<file path="src/rtl/regfile_clear_sequencer_pkg.sv">
// Shared definitions for the register-file clear sequencer:
// state encoding and the constant word written during a clear.
package regfile_clear_sequencer_pkg;

   // Sequencer states; encoding is fixed so debug views match across builds
   typedef enum logic [1:0] {
      S_IDLE  = 2'd0,
      S_CLEAR = 2'd1,
      S_DONE  = 2'd2
   } state_t;

   // Word written into every cleared register
   function automatic logic [63:0] zero_word();
      return 64'h0000_0000_0000_0000;
   endfunction

endpackage

</file>
<file path="src/rtl/regclr_index_counter.sv">
// Loadable, enable-gated register index counter for the clear sequencer.
// Flags the last architectural register so the sequencer can stop without
// letting the index wrap.
module regclr_index_counter #(
   parameter int ADDR_W   = 5,
   parameter int NUM_REGS = 32
) (
   input  logic              clk,
   input  logic              rst_n,
   input  logic              load,
   input  logic [ADDR_W-1:0] load_val,
   input  logic              en,
   output logic [ADDR_W-1:0] idx,
   output logic              last
);

   localparam logic [ADDR_W-1:0] LAST_IDX = ADDR_W'(NUM_REGS - 1);
   localparam logic [ADDR_W-1:0] ONE_IDX  = ADDR_W'(1);

   logic [ADDR_W-1:0] idx_r;

   // Index register: load wins over increment, otherwise hold
   always_ff @(posedge clk or negedge rst_n) begin
      if (!rst_n) begin
         idx_r <= {ADDR_W{1'b0}};
      end else if (load) begin
         idx_r <= load_val;
      end else if (en) begin
         idx_r <= idx_r + ONE_IDX;
      end else begin
         idx_r <= idx_r;
      end
   end

   assign idx  = idx_r;
   assign last = (idx_r == LAST_IDX);

endmodule

</file>
<file path="src/rtl/regfile_clear_sequencer.sv">
// Register-file clear sequencer: owns the register-file write port while
// zeroing registers START_REG..NUM_REGS-1, one per cycle, and otherwise
// passes the CPU writeback path straight through.
// Optional build macro REGCLR_CPU_PRIORITY_EN: when defined, a CPU write
// during a clear takes the port for that cycle and the clear index holds;
// when undefined, the CPU is stalled for the whole clear.
module regfile_clear_sequencer
   import regfile_clear_sequencer_pkg::*;
#(
   parameter int NUM_REGS  = 32,
   parameter int ADDR_W    = 5,
   parameter int DATA_W    = 32,
   parameter int START_REG = 1
) (
   input  logic              clk,
   input  logic              reset,
   input  logic              start,
   output logic              busy,
   output logic              done,
   output logic              cpu_stall,
   input  logic              cpu_we,
   input  logic [ADDR_W-1:0] cpu_wa,
   input  logic [DATA_W-1:0] cpu_wd,
   output logic              rf_we,
   output logic [ADDR_W-1:0] rf_wa,
   output logic [DATA_W-1:0] rf_wd
);

   localparam logic [DATA_W-1:0] ZERO_WORD = DATA_W'(zero_word());
   localparam logic [ADDR_W-1:0] START_IDX = ADDR_W'(START_REG);

   // Elaboration-time guards on illegal configurations
   generate
      if (START_REG >= NUM_REGS) begin : g_bad_start_reg
         $error("regfile_clear_sequencer: START_REG must be below NUM_REGS");
      end
      if ((2 ** ADDR_W) < NUM_REGS) begin : g_bad_addr_w
         $error("regfile_clear_sequencer: ADDR_W too narrow for NUM_REGS");
      end
   endgenerate

   state_t            state_r;
   logic [ADDR_W-1:0] idx_s;
   logic              last_s;
   logic              load_s;
   logic              adv_s;
   logic              preempt_s;

`ifdef REGCLR_CPU_PRIORITY_EN
   assign preempt_s = (state_r == S_CLEAR) && cpu_we;
`else
   assign preempt_s = 1'b0;
`endif

   assign load_s = (state_r == S_IDLE) && start;
   // Stop advancing on the last register so the index never wraps
   assign adv_s  = (state_r == S_CLEAR) && !preempt_s && !last_s;

   regclr_index_counter #(
      .ADDR_W   (ADDR_W),
      .NUM_REGS (NUM_REGS)
   ) u_index_counter (
      .clk      (clk),
      .rst_n    (reset),
      .load     (load_s),
      .load_val (START_IDX),
      .en       (adv_s),
      .idx      (idx_s),
      .last     (last_s)
   );

   // Sequencer state machine: IDLE -> CLEAR -> DONE -> IDLE
   always_ff @(posedge clk or negedge reset) begin
      if (!reset) begin
         state_r <= S_IDLE;
      end else begin
         case (state_r)
            S_IDLE: begin
               if (start) begin
                  state_r <= S_CLEAR;
               end else begin
                  state_r <= S_IDLE;
               end
            end
            S_CLEAR: begin
               if (!preempt_s && last_s) begin
                  state_r <= S_DONE;
               end else begin
                  state_r <= S_CLEAR;
               end
            end
            S_DONE: begin
               state_r <= S_IDLE;
            end
            default: begin
               state_r <= S_IDLE;
            end
         endcase
      end
   end

   // Write-port mux and status outputs, decoded from state, index and CPU path
   always_comb begin
      busy      = 1'b0;
      done      = 1'b0;
      cpu_stall = 1'b0;
      rf_we     = cpu_we;
      rf_wa     = cpu_wa;
      rf_wd     = cpu_wd;
      case (state_r)
         S_IDLE: begin
            busy = 1'b0;
         end
         S_CLEAR: begin
            busy = 1'b1;
            if (preempt_s) begin
               cpu_stall = 1'b0;
            end else begin
               rf_we     = 1'b1;
               rf_wa     = idx_s;
               rf_wd     = ZERO_WORD;
               cpu_stall = cpu_we;
            end
         end
         S_DONE: begin
            done = 1'b1;
         end
         default: begin
            busy = 1'b0;
         end
      endcase
   end

endmodule

</file>
<file path="config.mk">
export PLATFORM = sky130hd
export DESIGN_NAME = regfile_clear_sequencer
export DESIGN_NICKNAME = d
export VERILOG_FILES = /design/src/rtl/regfile_clear_sequencer_pkg.sv /design/src/rtl/regclr_index_counter.sv /design/src/rtl/regfile_clear_sequencer.sv
export SDC_FILE = /design/constraint.sdc
export NUM_CORES = 1
export LEC_CHECK = 0
export CAP_MARGIN = 15
export CORE_MARGIN = 3
export CORE_UTILIZATION = 24
export DETAILED_ROUTE_END_ITERATION = 8
export GPL_TIMING_DRIVEN = 0
export PLACE_DENSITY = 0.76
export SYNTH_ARGS = -nofsm -noshare
export SYNTH_HDL_FRONTEND = slang
export SYNTH_HIERARCHICAL = 1
export SYNTH_SLANG_ARGS = --single-unit
</file>
<file path="constraint.sdc">
create_clock -name clk -period 1.9 [get_ports clk]
set_input_delay 0.285 -clock clk [delete_from_list [all_inputs] [get_ports clk]]
set_output_delay 0.285 -clock clk [all_outputs]
set_load 0.005 [all_outputs]
</file>
======== Word-level counts from Yosys, hierarchy flattened ========
Index checks and enable logic that the tools add are counted.
storage, ports and cells
  register bits ........................... 7
  input port bits ......................... 41
  output and inout port bits .............. 41
  logic and storage cells ................. 22
cells by class
  add/sub/neg operators ................... 1
  equal/unequal tests ..................... 3
  mux-type cells .......................... 11
  reductions and logical operators ........ 5
operators with widths
  cell                                                                   count
  32-bit two-way mux                                                     1
  5-bit two-way mux                                                      3
  5-bit by 1-bit adder with 5-bit output, second input constant          1
  5-bit equality test, second input constant                             1
  1-bit two-way mux                                                      5
  2-bit case mux with 2 select lines                                     1
  2-bit by 1-bit equality test with 1-bit output, second input constant  1
  2-bit equality test, second input constant                             1
  1-bit logical AND                                                      2
  2-bit logical NOT                                                      1
  2-bit two-way mux                                                      1
  2-bit nonzero test                                                     1
  1-bit logical NOT                                                      1

======== Logic depth before layout (Yosys ltp) ========
  depth in word-level cells ............... 5
  depth in mapped cells ................... 8
  mapped depth without buffers ............ 7

======== Hierarchy ========
Netlist, hierarchy kept.
by module, submodules not included
  module                   instances  cells an instance  area each (µm²)  seq. area each (µm²)
  regfile_clear_sequencer  1          55                 425.4            50.0
  regclr_index_counter     1          26                 280.3            125.1

======== Least setup slack after synthesis ========
No wires, ideal clock.
  path kind ............................... flip-flop to flip-flop
  start ................................... reg u_index_counter.idx_r[0] (netlist: u_index_counter/idx[0])
  end ..................................... reg u_index_counter.idx_r[3] (netlist: u_index_counter/idx[3])
  setup time .............................. 0.125 ns
  arrival time ............................ 1.674 ns
  required time ........................... 1.775 ns
  setup slack ............................. 0.101 ns
  cell stages (with the launch flop) ...... 9
  path buffers ............................ 1
  clock period less this slack ............ 1.799 ns
  cell sequence ........................... dfrtp_1 > ha_1 > and3_1 > ha_1 > nor2_1 > buf_6 > nand4_2 > xnor2_1 > mux2_2
on the way
  cells in the longest elaborated chain, start to end .. 4
  elaborated cells on any way between the ends .. 7
  classes of those cells .................. add/sub (1); eq/ne (1); mux (2); reduce/logical (3)
RTL lines
  what                                 RTL line                       text
  start, declared                      regclr_index_counter.sv:20     logic [ADDR_W-1:0] idx_r;
  start signal, assigned               regclr_index_counter.sv:25     idx_r <= {ADDR_W{1'b0}};
  start signal, assigned               regclr_index_counter.sv:27     idx_r <= load_val;
  start signal, assigned               regclr_index_counter.sv:29     idx_r <= idx_r + ONE_IDX;
  5-bit equality test                  regclr_index_counter.sv:36     assign last = (idx_r == LAST_IDX);
  net last_s                           regfile_clear_sequencer.sv:44  logic last_s;
  1-bit logical NOT                    regfile_clear_sequencer.sv:57  assign adv_s = (state_r == S_CLEAR) && !preempt_s && !last_s;
  1-bit logical AND                    regfile_clear_sequencer.sv:57
  net adv_s                            regfile_clear_sequencer.sv:46  logic adv_s;
  2-bit nonzero test (no source line)  -
The timed path passes the listed nets, and every way through them passes these cells. The select of a mux whose other input is x is not followed.
A chain may end at the register's enable or synchronous reset.

======== Worst setup path after layout ========
  start ................................... reg state_r[0]
  end ..................................... out rf_wd[19]
on the way
  cells in the longest elaborated chain, start to end .. 2
RTL lines
  what                                            RTL line                        text
  start, declared                                 regfile_clear_sequencer.sv:42   state_t state_r;
  start signal, assigned                          regfile_clear_sequencer.sv:75   state_r <= S_IDLE;
  start signal, assigned                          regfile_clear_sequencer.sv:80   state_r <= S_CLEAR;
  start signal, assigned                          regfile_clear_sequencer.sv:82   state_r <= S_IDLE;
  2-bit by 1-bit equality test with 1-bit output  regfile_clear_sequencer.sv:110  case (state_r)
  32-bit two-way mux                              regfile_clear_sequencer.sv:110
  end, declared                                   regfile_clear_sequencer.sv:26   output logic [DATA_W-1:0] rf_wd
Every way passes these cells.

==> results.cfg <==
[synth]
syn-cell-area_um2 = 706
yosysSeqAreaShare_pct = 24.8
yosysUniqueCellTypes = 26
synth-xor-area-share_pct = 3.72
synthCells = 81
synthMuxAreaShare_pct = 15.1
netlist.area_leader.share_pct = 30.1
ys_ff_latch = 7
synth_top_family_by_area = simple AND/OR/NAND/NOR gates
synth_edf_count = 0
ys_top_cells_by_count = and2_1, dfrtp_1, mux2_4, nand2_1, o21ai_1
ys_warn_count = 6
synthTopCellsByArea = and2_1, dfrtp_1, mux2_4, ha_1, mux2i_1
yosys.area_share.simple_pct = 42.7
yosysMostFrequentCell = and2_1
yosys.area_share.adder_pct = 3.55
synth.avg_cell_area_um2 = 8.71
synthFlopType = dfrtp_1
async_flop_share_pct = 100
synth_compound_area_share_pct = 3.55
synth_area_leader_cell = and2_1

[final_layout]
nNetsFinal = 225
diodes = 0
stdcell_count = 212
area_growth_pct = 143
layout-drive-gt1-share_pct = 16.6
final_area_um2 = 1720

[setup_path]
arrival_ns = 1.60
cp.required_ns = 1.62
cp_max_fo = 10
crit_path_start_kind = register
end_kind = primary output
r2r.worst_path.cells = 8
r2r_setup_slack_ns = 0.06
criticalPathCategory = reg -> out
crit_start = state_r[0]
rr_startpoint = u_index_counter/idx[1]
reg2reg_to = u_index_counter/idx[3]

[floorplan]
die_h_um = 60.2
design.core.area_um2 = 2780
rows = 19
start_util_pct = 25.4
die_w_um = 60.2
io_pins = 82
dieArea_um2 = 3630

[cts]
cts_sinks = 7
cts_tree = yes
h-tree-depth = 1
clockBufferDepth = 2
postCtsHoldBufs = 0
path_clk_slew_ns = 0.05
clkLatencyLatePin_ns = 0.24
cts_root_buf = clkbuf_4
cts_buffers = 3

[sta]
timing.hold.ws_ns = 0.303
setup_viol = 0
clock_skew_ns = 0.00196
finalMaxSlewViolations = 0
grt_setup_unrepaired = true
hold_viol = 0
clock.fmax_mhz = 530
period_needed_ns = 1.89
fin_crit_sh_pct = 99.3

[global_routing]
grt_antenna_before_repair = 0
grt_usage_pct = 15.0
gr-total-overflow = 0
grt_max_degree = 11
grt_pass1_wl_mm = 4.10
first_global_vias = 863

[route]
avgRoutedWirePerCell_um = 14.3
drt_iter0_markers = 17
drt-vias-per-instance = 4.19
antenna_left = 0
wirelength_mm = 3.03
dr.pass1.iters = 4
drcViolationCount = 0
vias = 889

[pwr]
powerDensity_nw_per_um2 = 1070
vdd_drop_max_mv = 0.685
cellLeakagePower_nw = 0.826

[placed_design]
place_congestion = 0.686
place_area_um2 = 1570
dp_hpwl_mm = 2.49
placedCellCount = 196
port_buffers = 81

[job]
maxCapViolations = 0

[hold_path]
hp-class = in -> async

[status]
status = completed
sequential cells by signal (all words and copies together), names as in the netlist:
register and flops:
u_index_counter/idx 5, state_r 2
report_power, final:
group | switching (mW) | leakage, nW | internal, mW
Combinational | 0.498 | 0.728 | 0.920
Clock | 0.0478 | 0.0150 | 0.0797
Sequential | 0.0660 | 0.0828 | 0.221
timing repair:
action	in CTS	in global routing
gates resized for setup	14	8
setup buffers	7	3
pin swaps	0	1
endpoints found under the setup margin	35	32
gates cloned	0	2
critical path, stage by stage (launching register included):
cell and delay, ns:
dfrtp_2 0.43, nand2b_4 0.13, clkbuf_8 0.16, and2_1 0.13, clkdlybuf4s50_1 0.51
worst max path at each step:
stage	end	depth (start not counted)	slack, ns
6_report	rf_wd[19]	4	0.01
5_1_grt	rf_wd[11]	4	-0.06
4_1_cts	rf_wd[19]	4	-0.001
3_5_place_dp	u_index_counter/idx[3]	8	-0.005
3_3_place_gp	u_index_counter/idx[3]	8	0.02
2_1_floorplan	u_index_counter/idx[3]	8	0.10
cell usage in the layout, fill, tap and decap left out, types with 2 or more instances in the layout:
| cell | instances |
|---|---|
| and2_1 | 34 |
| buf_4 | 11 |
| buf_6 | 2 |
| clkbuf_1 | 2 |
| clkbuf_4 | 3 |
| clkbuf_8 | 2 |
| clkdlybuf4s50_1 | 68 |
| conb_1 | 5 |
| dfrtp_1 | 6 |
| dlygate4sd2_1 | 7 |
| dlymetal6s2s_1 | 6 |
| mux2_4 | 5 |
| mux2i_1 | 2 |
| nand2_1 | 5 |
| nand2b_1 | 2 |
| o21ai_1 | 3 |
| xnor2_1 | 2 |
cell families (layout without fill, tap and decap cells):
family                     after synthesis  count (layout)
muxes                                    8               8
xor gates and xnor gates                 3               3
adders and majority gates                2               2
DFF                                      7               7
buffers and inverters                    6             102
other                                    2               5
and+or+nand+nor                         48              49
AOI/OAI and AO/OA                        5               5
layout make-up:
| class | count | area, um^2 |
|---|---|---|
| inverters | 1 | 8.76 |
| well taps | 31 | 38.8 |
| multi-input cells | 72 | 514 |
| flip-flops and latches | 7 | 176 |
| plain buffers | 5 | 53.8 |
| clock buffers | 4 | 26.3 |
| fillers | 243 | 1060 |
| repair buffers | 92 | 900 |
stage by stage:
| stage | util (%) | setup TNS (ns) | setup slack [ns] | power [mW] |
|---|---|---|---|---|
| global placement | 56.3 | 0 | 0.0164 | 1.55 |
| detailed placement | 56.3 | -0.00545 | -0.00545 | 1.59 |
| finish | 61.8 | 0 | 0.0138 | 1.83 |
| global route | 61.8 | -0.745 | -0.0557 | 1.98 |
| floorplan | - | 0 | 0.101 | 0.906 |
| CTS | 59.7 | -0.00114 | -0.00114 | 1.80 |
per-layer routing:
metal | vias to the layer above | share of wire [%] | track usage [%]
li1 | 449 | - | -
met3 | 0 | 10 | 3.67
met2 | 43 | 53 | 29.8
met4 | 0 | 0 | 1.90
met5 | - | 0 | 0
met1 | 397 | 37 | 15.9
(Power assumes the default switching activity.)
==> patch 1 (same settings) <==
`START_REG`: 1 -> 0. Comments in the files are not updated.
--- a/src/rtl/regfile_clear_sequencer.sv
+++ b/src/rtl/regfile_clear_sequencer.sv
@@ -10,7 +10,7 @@
    parameter int NUM_REGS  = 32,
    parameter int ADDR_W    = 5,
    parameter int DATA_W    = 32,
-   parameter int START_REG = 1
+   parameter int START_REG = 0
 ) (
    input  logic              clk,
    input  logic              reset,
Check against the original RTL: not equivalent (a bounded check fails within 4 cycles, from zero or initial values and one cycle with reset low).
==> patch 1 against the original RTL <==
Wire length shrank 7.5%. Fmax grew 0.41%. Clock skew is essentially flat. Sequential share of layout area shrank 0.48 points. Worst setup slack gained 0.0077 ns. Count of clock-buffer cells in the layout is the same. Final area grew 5.0%. Area after synthesis shrank 0.53%. Via count grew 4.9%. Sequential cell count is the same. Total power shrank 0.52%. Largest power group unchanged.
==> patch 1: results (changes against the original RTL) <==
* Routability Congestion at 0.737 (+7.5%)
* Inserted Clock Buffers at 3 (unchanged)
* Fill count at 201 (-17%)
* First-pass GRT wire length at 3650 um (-11%)
* Met2 GRT Util at 28.9% (-0.93 points)
* Clk buf depth at 2 (unchanged)
* Yosys warning total at 6 (unchanged)
* Drt first pass iters at 4 (unchanged)
* Initial antenna violation count at 0 (unchanged)
* Placed cells at 195 (-0.51%)
* Met1 GRT Util at 10.6% (-5.3 points)
* Diodes inserted at 0 (unchanged)
* Wirelength per Cell at 13.2 um (-7.5%)
* Clk root buf: clkbuf_4
* Switching share of power at 33.7% (+0.33 points)
* Layout Nets at 226 (+0.44%)
* Pre-CTS setup slack at -0.0451 ns (-0.0397 ns)
* GRT Total Usage at 13.3% (-1.7 points)
* Synth top area cells: and2_1, dfrtp_1, mux2_4
* Commonest cells post-synth: and2_1, dfrtp_1, mux2_4, nand2_1, o21ai_1
* Reg clk slew, reported paths at 0.05 ns (about the same)
* Finished Layout Cells at 212 (unchanged)
* Max reg flops at 5 (unchanged)
* Crit Path Max Fanout at 10 (unchanged)
* Final Skew at 0.00224 ns (+0.000277 ns)
* Cells after synthesis at 80 (-1.2%)
* Layout cells sized above 1 at 19.8% (+3.2 points)
* I/O Buffers at 81 (unchanged)
* Worst setup startpoint: state_r[1]
* Max Slew Vio Count at 0 (unchanged)
* Hold Crit Class: primary input to async pin
* R2r startpoint: u_index_counter/idx[0]
* Vias in the first global route at 871 (+0.93%)
* Placed inst area at 1570 sq um (about the same)
* Predominant post-synthesis flop cell: dfrtp_1
* Maximum vdd drop at 0.860 mV (+26%)
* Unique masters post-synth at 26 (unchanged)
* H-tree level count at 1 (unchanged)
* Iteration-0 DRC Markers at 25 (+8)
* Status: finished clean
* DR vias/cell at 4.40 (+4.9%)
* Clock Latency Late Sink at roughly 0.25 ns
* CP Data Arrival Time at 1.59 ns
* Leakage at 1.27 nW (+54%)
* Detail Placement HPWL at 2180 um (-13%)
* Largest net degree at the start of global routing at 11 (unchanged)
* Share of the yosys chip area belonging to registers at 25.0% (+0.13 points)
* Met3 Use GR at 3.89% (+0.22 points)
* Async SR Flop Fraction at 100% (unchanged)
## patch 1: cell count changes in the layout (fill, tap and decap cells not counted), sizes merged
| cell | unedited run | this run |
|---|---|---|
| buf | 13 | 16 |
| clkbuf | 7 | 9 |
| clkdlybuf4s15 | 0 | 1 |
| clkdlybuf4s50 | 68 | 42 |
| dlygate4sd2 | 7 | 0 |
| dlymetal6s2s | 6 | 34 |
## patch 1: critical path: stages (launching register included)
cell             delay (ns)
dfrtp_1                0.39
nand2b_4               0.20
buf_6                  0.15
and2_1                 0.14
clkdlybuf4s50_1        0.46
## patch 1: path summary, 6_finish.rpt
| path | endpoint | slack [ns] | cells after the start |
|---|---|---|---|
| setup / recovery | rf_wd[24] | 0.02 | 4 |
| hold / removal | u_index_counter/idx[2] | 0.29 | 1 |
| setup reg to reg | u_index_counter/idx[3] | 0.07 | 8 |
| hold reg to reg | u_index_counter/idx[4] | 0.63 | 2 |
| max in group asynchronous | state_r[0] | 1.36 | 1 |
| min in group clk | u_index_counter/idx[4] | 0.63 | 2 |
## patch 1: final cells by class
| cell class | count | area share [%] |
|---|---|---|
| repair buffers | 93 | 54.5 |
| multi-input cells | 72 | 28.7 |
| flip-flops and latches | 7 | 9.78 |
| plain buffers | 5 | 2.91 |
| well taps | 30 | 2.08 |
| clock buffers | 4 | 1.46 |
| inverters | 1 | 0.625 |
## patch 1: timing repair
item	in CTS	in global routing
pin swaps	0	0
endpoints found under the setup margin	35	36
setup buffers	8	3
resized for setup	16	46
cloned	0	2
## patch 1: cells by family (layout without fill, tap and decap cells)
family          count (synthesis)  count (layout)  synth area share [%]
xor+xnor                        3               3                  3.74
mux                             8               8                  15.2
compound gates                  5               5                  3.56
fa+ha+maj                       2               2                  3.56
other cells                     1               5                 0.534
buf+inv                         6             103                  5.52
simple gates                   48              49                  43.0
flops                           7               7                  25.0
## patch 1: metal layers
layer / up-vias / wire length (um)
met1: 423 / 947
met3: 4 / 317
met5: - / 0
li1: 453 / -
met2: 53 / 1500
met4: 0 / 31
## patch 1: stage by stage
stage,setup TNS [ns],utilization [%]
after floorplan,0,-
after global placement,-0.00238,59.4
after detailed placement,-0.0451,59.4
after CTS,-0.00116,63.9
after global routing,-0.125,68.4
final,0,68.4
## patch 1: power groups by stage
stage                     combinational, mW  sequential (mW)  clock, mW
after global placement                 1.25            0.296          0
after CTS                              1.44            0.274      0.136
after global routing                   1.56            0.284      0.149
final                                  1.42            0.276      0.131
after floorplan                       0.624            0.282          0
after detailed placement               1.28            0.300          0
==> patch 2 (same settings) <==
Without the edit above. Make the reset (`reset` and `rst_n`) synchronous in 2 clocked blocks.
--- a/src/rtl/regclr_index_counter.sv
+++ b/src/rtl/regclr_index_counter.sv
@@ -20,7 +20,7 @@
    logic [ADDR_W-1:0] idx_r;
 
    // Index register: load wins over increment, otherwise hold
-   always_ff @(posedge clk or negedge rst_n) begin
+   always_ff @(posedge clk) begin
       if (!rst_n) begin
          idx_r <= {ADDR_W{1'b0}};
       end else if (load) begin
--- a/src/rtl/regfile_clear_sequencer.sv
+++ b/src/rtl/regfile_clear_sequencer.sv
@@ -70,7 +70,7 @@
    );
 
    // Sequencer state machine: IDLE -> CLEAR -> DONE -> IDLE
-   always_ff @(posedge clk or negedge reset) begin
+   always_ff @(posedge clk) begin
       if (!reset) begin
          state_r <= S_IDLE;
       end else begin
Function: differs if reset is asserted again (counterexample within 4 cycles, from zero or initial values and one cycle with reset low); with reset held inactive, the same outputs for 10 cycles.
==> patch 2 against the original RTL <==
Area after synthesis fell by 0.71%. Sequential cell count did not move. Worst setup slack improved by 0.046 ns. Fmax rose by 2.5%. Synthesized cell count rose by 6.2%. Wire length fell by 3.8%. Final area fell by 2.8%. Register-to-register slack improved by 0.08 ns. Highest routed layer unchanged.
Power is not compared: it rests on default switching activity, and its combinational part moved more than twofold at a synthesized area within 25%.
==> patch 2: results (changes against the original RTL) <==
* Status: finished clean
* Met3 Use GR at 3.89% (+0.22 points)
* Cells after synthesis at 86 (+6.2%)
* Share of the yosys chip area belonging to registers at 20.0% (-4.8 points)
* Detail Placement HPWL at 2530 um (+1.5%)
* Layout cells sized above 1 at 12.5% (-4.1 points)
* Iteration-0 DRC Markers at 25 (+8)
* Async SR Flop Fraction at 0% (-100 points)
* Met3 routed WL at 334 um (+8.1%)
* Pre-CTS setup slack at -0.133 ns (-0.128 ns)
* Final WL at 2910 um (-3.8%)
* Metal2 WL at 1370 um (-14%)
* Synth top area cells: and2_1, dfxtp_1, mux2_4
* Worst setup startpoint: state_r[1]
* Commonest cells post-synth: and2_1, dfxtp_1, mux2_4
* Wirelength per Cell at 14.1 um (-0.97%)
* CP Data Arrival Time at 1.56 ns (-0.04 ns)
* Unique masters post-synth at 24 (-7.7%)
* DR vias/cell at 4.29 (+2.3%)
* Post-synth design cell area at 701 sq um (-0.71%)
* Placed cells at 200 (+2.0%)
* Final Skew at 0.00157 ns (-0.000398 ns)
* Layout Nets at 220 (-2.2%)
* R2r startpoint: u_index_counter/idx[0]
* Routability Congestion at 0.751 (+9.4%)
==> patch 2: cell count changes after synthesis, sizes merged <==
cell | before | now
mux2 | 6 | 5
xnor2 | 2 | 1
and2 | 34 | 36
nand2b | 3 | 5
nand2 | 5 | 4
o21ai | 4 | 5
dfrtp | 7 | 0
a21oi | 1 | 3
inv | 1 | 2
clkbuf | 3 | 2
or2b | 1 | 0
xor2 | 1 | 2
dfxtp | 0 | 7
and3 | 1 | 2
==> patch 2: final timing paths <==
path,end,slack (ns),depth (start not counted)
max,rf_wd[9],0.06,4
min,state_r[0],0.50,2
max reg2reg,u_index_counter/idx[1],0.14,8
min reg2reg,state_r[0],0.50,2
==> patch 2: what timing repair did <==
item,4_1_cts,5_1_grt
gates resized for setup,13,23
endpoints found under the setup margin,34,30
setup buffers,1,1
hold buffers,0,0
==> patch 2: critical path: stages, from the launching register on <==
cell and delay (ns):
dfxtp_2 0.34, nand2b_4 0.20, buf_8 0.13, and2_1 0.12
clkdlybuf4s50_1 0.52
==> patch 2: layout make-up <==
| type | instances | area (sq um) | share of cell area (%) |
|---|---|---|---|
| buffer | 4 | 48.8 | 2.92 |
| clock buffer | 4 | 26.3 | 1.57 |
| inverter | 2 | 15.0 | 0.899 |
| multi-input combinational | 76 | 538 | 32.2 |
| sequential | 7 | 145 | 8.69 |
| tap | 30 | 37.5 | 2.25 |
| timing repair buffer | 83 | 860 | 51.5 |
==> patch 2: logic make-up after synthesis <==
kind of cell / count (synthesis) / share of synthesized area (%)
AO/OA/AOI/OAI: 8 / 5.71
XOR/XNOR: 3 / 3.75
adder cells (fa/ha/maj): 2 / 3.57
buffers and inverters: 6 / 5.18
flip-flops: 7 / 20.0
multiplexers: 7 / 13.6
other: 2 / 1.07
AND/OR/NAND/NOR: 51 / 47.1
